## src/rtl/roberto_rx_quadro.sv

```systemverilog
// Serial receiver for the "DDD,DDD,DDD#" measurement frame: 7O1 character
// receiver plus frame parser that publishes three BCD distances atomically.
module roberto_rx_quadro #(
  parameter int CLKS_PER_BIT = 434
) (
  input  logic        clock,
  input  logic        reset,
  input  logic        entrada_serial,
  output logic [11:0] medida1,
  output logic [11:0] medida2,
  output logic [11:0] medida3,
  output logic        pronto,
  output logic        erro,
  output logic [3:0]  db_estado
);

  typedef enum logic [3:0] {
    IDLE     = 4'd0,
    START    = 4'd1,
    DATA     = 4'd2,
    PARIDADE = 4'd3,
    STOP     = 4'd4,
    CHAR     = 4'd5
  } state_t;

  localparam int            CW     = $clog2(CLKS_PER_BIT + 1);
  localparam logic [CW-1:0] FULL   = CW'(CLKS_PER_BIT - 1);
  localparam logic [CW-1:0] HALF   = CW'(CLKS_PER_BIT / 2 - 1);
  localparam logic [6:0]    HASH   = 7'h23;
  localparam logic [6:0]    COMMA  = 7'h2C;

  state_t          state_q;
  logic [1:0]      sync_q;
  logic            rx_prev_q;
  logic [CW-1:0]   cnt_q;
  logic [2:0]      bitn_q;
  logic [6:0]      shift_q;
  logic            par_q;
  logic [3:0]      idx_q;
  logic            resync_q;
  logic [2:0][11:0] sh_q;
  logic [11:0]     medida1_q, medida2_q, medida3_q;
  logic            pronto_q, erro_q;

  logic rx;
  logic is_digit;
  logic is_sep_pos;

  assign rx         = sync_q[1];
  assign is_digit   = (shift_q[6:4] == 3'h3) && (shift_q[3:0] < 4'd10);
  assign is_sep_pos = (idx_q == 4'd3) || (idx_q == 4'd7);

  always_ff @(posedge clock or negedge reset) begin
    if (!reset) begin
      state_q   <= IDLE;
      sync_q    <= 2'b11;
      rx_prev_q <= 1'b1;
      cnt_q     <= '0;
      bitn_q    <= '0;
      shift_q   <= '0;
      par_q     <= 1'b0;
      idx_q     <= '0;
      resync_q  <= 1'b0;
      sh_q      <= '0;
      medida1_q <= '0;
      medida2_q <= '0;
      medida3_q <= '0;
      pronto_q  <= 1'b0;
      erro_q    <= 1'b0;
    end else begin
      sync_q    <= {sync_q[0], entrada_serial};
      rx_prev_q <= rx;
      pronto_q  <= 1'b0;
      erro_q    <= 1'b0;
      case (state_q)
        IDLE: begin
          cnt_q <= '0;
          // Edge-triggered start: a line stuck low never re-arms the receiver.
          if (rx_prev_q && !rx) state_q <= START;
        end
        START: begin
          if (cnt_q == HALF) begin
            cnt_q  <= '0;
            bitn_q <= '0;
            state_q <= rx ? IDLE : DATA;
          end else begin
            cnt_q <= cnt_q + CW'(1);
          end
        end
        DATA: begin
          if (cnt_q == FULL) begin
            cnt_q   <= '0;
            shift_q <= {rx, shift_q[6:1]};
            bitn_q  <= bitn_q + 3'd1;
            if (bitn_q == 3'd6) state_q <= PARIDADE;
          end else begin
            cnt_q <= cnt_q + CW'(1);
          end
        end
        PARIDADE: begin
          if (cnt_q == FULL) begin
            cnt_q   <= '0;
            par_q   <= rx;
            state_q <= STOP;
          end else begin
            cnt_q <= cnt_q + CW'(1);
          end
        end
        STOP: begin
          if (cnt_q == FULL) begin
            cnt_q <= '0;
            if (rx && (^{shift_q, par_q})) begin
              state_q <= CHAR;
            end else begin
              // Lost character: frame position is unknown, hunt for the next '#'.
              erro_q   <= 1'b1;
              resync_q <= 1'b1;
              state_q  <= IDLE;
            end
          end else begin
            cnt_q <= cnt_q + CW'(1);
          end
        end
        CHAR: begin
          state_q <= IDLE;
          cnt_q   <= '0;
          if (resync_q) begin
            if (shift_q == HASH) begin
              resync_q <= 1'b0;
              idx_q    <= '0;
            end
          end else if (idx_q == 4'd11) begin
            idx_q <= '0;
            if (shift_q == HASH) begin
              medida1_q <= sh_q[0];
              medida2_q <= sh_q[1];
              medida3_q <= sh_q[2];
              pronto_q  <= 1'b1;
            end else begin
              erro_q   <= 1'b1;
              resync_q <= 1'b1;
            end
          end else if (is_sep_pos ? (shift_q == COMMA) : is_digit) begin
            if (!is_sep_pos) sh_q[idx_q[3:2]] <= {sh_q[idx_q[3:2]][7:0], shift_q[3:0]};
            idx_q <= idx_q + 4'd1;
          end else begin
            // A stray '#' already marks a frame boundary; anything else needs a hunt.
            erro_q   <= 1'b1;
            idx_q    <= '0;
            resync_q <= (shift_q != HASH);
          end
        end
        default: begin
          state_q <= IDLE;
          cnt_q   <= '0;
        end
      endcase
    end
  end

  assign medida1   = medida1_q;
  assign medida2   = medida2_q;
  assign medida3   = medida3_q;
  assign pronto    = pronto_q;
  assign erro      = erro_q;
  assign db_estado = state_q;

endmodule

```

## config.mk

```make
export PLATFORM = sky130hd
export DESIGN_NAME = roberto_rx_quadro
export DESIGN_NICKNAME = d
export VERILOG_FILES = /design/src/rtl/roberto_rx_quadro.sv
export SDC_FILE = /design/constraint.sdc
export NUM_CORES = 1
export LEC_CHECK = 0
export BUFFER_PORTS_ARGS = -buffer_cell sky130_fd_sc_hd__buf_2
export CAP_MARGIN = 20
export CORE_ASPECT_RATIO = 1.2
export CORE_UTILIZATION = 43
export DETAILED_ROUTE_END_ITERATION = 10
export SLEW_MARGIN = 20
export SYNTH_ARGS = -nofsm -noshare
export SYNTH_HDL_FRONTEND = slang
export SYNTH_SLANG_ARGS = --single-unit
export TNS_END_PERCENT = 1
```

## constraint.sdc

```tcl
create_clock -name clock -period 2.1 [get_ports clock]
set_input_delay 0.525 -clock clock [delete_from_list [all_inputs] [get_ports clock]]
set_output_delay 0.525 -clock clock [all_outputs]
set_load 0.01 [all_outputs]
```

==> metrics <==
Finish-stage setup viols 0; Antenna Nets Post-Route 0; Mapped Nets 414; setup slack, reg-to-reg 80 ps; Pleak 2.659 nW; fin util 0.5161; Final Net Count 470; final hold vios 0; clk root buf clkbuf_16; top-count cell post-synth dfrtp_1; row count 41; Die H 116.4 um; starting density of the core 0.4434; Max Freq 494.5 MHz; startpoint types flip-flop; worst path arrival time 2260 ps; CP required 2340 ps; critical-path maximum fanout 6; Critical R2R Launch cnt_q[1]; Vias/cell 5.208; wire per inst 15.10 um; CP endpoint kind flip-flop; HP Class primary input to async pin; synthesis warning total 0; RSZ-0062 raised after global routing yes; critical path type flip-flop to flip-flop; core footprint 10570 sq um; Synth cell types 56; hold_ws 145.7 ps; Peak VDD IR 0.3412 mV; first-pass GRT wire length 15.44 mm; Final Worst Setup Slack 77.87 ps; Final period util 0.9629; HPWL after DPL 6.265 mm; Avg Cell Area, Syn 11.57 sq um; die area 11320 sq um; Yosys top cell by area dfrtp_1; share of cells above drive strength 1 0.3090; r2r endpoint shift_q[2]; clock sinks 105; vias post-DR 3099; vias in the first global route 3155; Post-Syn Instances 405; shortest period the worst path allows 2022 ps; Most used DFF post-synth dfrtp_1; final non-filler cell total 595; Seq/Total Area, Yosys 0.5615; Total Routing Usage GR 0.1739; r2r worst-path depth 7; ant diodes 0; Max Slew Vio Count 0; crit path launch cnt_q[1]; PD cells 695.4 nW/um^2; Bufs on Longest Clock Path 2; max-cap violations 0; Post-synth EDFFs 0; Area Overhead vs Synth 16.40%; post-synth top area share 0.5447; initial antenna violation count 0; most area-consuming cells after synthesis dfrtp_1 54%, mux2_2 11%, nand2_1 4.6%; Async SR Flop Fraction 1.000; quantity of I/O buffers inserted on ports 43; htree depth 3; RePlAce Congestion 0.8616; largest net degree at the start of global routing 38; Fin Clk Skew 8.271 ps; fillcell total 946; cts hold-fix bufs 0; worst skew pair latency 340 ps; DRT iter0 DRCs 104; Synth top cells by count 102 x dfrtp_1, 57 x nand2_1, 47 x mux2_2, 33 x o21ai_0, 25 x nor2_1; # DRC 0; flops & latches, synth 105; Worst-path clk slew 70 ps; Num CTS Buffers 9; total grt overflow 0; number of I/O pins 45; CTS tree built; Setup WS pre-CTS 61.44 ps; dpl cells 577; DR pass1 iterations 4; Routed WL 8.982 mm; Synth Cell Area 4686 sq um; Die Wd 97.30 um; status finished, final reports clean
power breakdown:
| part | internal, W | switching (W) | total (W) |
|---|---|---|---|
| Sequential | 0.00203 | 0.00000770 | 0.00204 |
| Clock | 0.000929 | 0.000729 | 0.00166 |
| Combinational | 0.0000268 | 0.0000686 | 0.0000954 |
| Total | 0.00299 | 0.000806 | 0.00379 |
stage by stage:
step | total power (W) | cell area [sq um] | TNS, ps
global route | 0.003953 | 5454 | -273.4
global placement | 0.002175 | 5134 | 0
detailed placement | 0.002176 | 5134 | 0
CTS | 0.003844 | 5429 | 0
floorplan | 0.002111 | 4686 | 0
finish | 0.003793 | 5454 | 0
timing repair:
action,in CTS,in global routing
endpoints found under the setup margin,0,9
gates resized for setup,0,2
setup buffers,0,1
layer usage:
layer	wire, um	part of all wire	track usage	up-vias
li1	-	-	-	1531
met1	4098	0.46	0.2146	1512
met2	4528	0.50	0.3056	49
met3	259	0.029	0.03830	7
met4	95	0.011	0.05784	0
met5	0	0	0	-
sequential cells by signal, summed over array words and instances (netlist names), 2 cells and up:
register	count
bitn_q	3
shift_q	7
medida1	12
medida3	12
db_estado	3
medida2	12
cnt_q	9
sync_q	2
sh_q	36
idx_q	4
kinds of logic (layout without fill, tap and decap cells):
family / count (synthesis) / count (layout) / share of synthesized area
AO/OA/AOI/OAI: 70 / 70 / 0.09239
XOR/XNOR: 14 / 14 / 0.02617
adder cells (fa/ha/maj): 6 / 6 / 0.01602
flip-flops: 105 / 105 / 0.5616
multiplexers: 57 / 57 / 0.1348
buffers and inverters: 27 / 87 / 0.03257
AND/OR/NAND/NOR: 125 / 126 / 0.1357
other: 1 / 1 / 0.0008003
how the worst max path moves through the flow:
stage / end / cells after the start
finish: shift_q[2] / 7
global route: bitn_q[2] / 7
CTS: bitn_q[2] / 7
detailed placement: bitn_q[2] / 7
global placement: bitn_q[2] / 7
floorplan: sh_q[14] / 7
layout by cell type (no fill, tap or decap), types with 5 or more instances in the layout:
cell type	instances
buf_2	42
inv_1	5
mux2_2	47
xor2_1	5
dfrtp_1	102
mux2i_1	8
nand2b_1	5
nand2_1	57
xnor2_1	9
ha_1	6
buf_4	21
nor2_1	25
o21ai_0	33
clkbuf_16	9
a21oi_1	10
worst max-delay path, cell delays in order (launching register included):
cell and delay (ps):
dfrtp_1 400, inv_1 90, ha_1 150, nand4b_1 210
or3_4 430, or3_2 490, nand2_1 90, nand2_1 50
area by class of cell:
type | count | area [sq um] | share of cell area
clock inverters | 6 | 66.31 | 0.01216
inverters | 5 | 18.77 | 0.003441
repair buffers | 66 | 427.9 | 0.07846
clock buffers | 10 | 229.0 | 0.04198
well taps | 129 | 161.4 | 0.02959
flip-flops and latches | 105 | 2631 | 0.4824
multi-input cells | 274 | 1919 | 0.3519
Power figures use the tool's default switching activity.
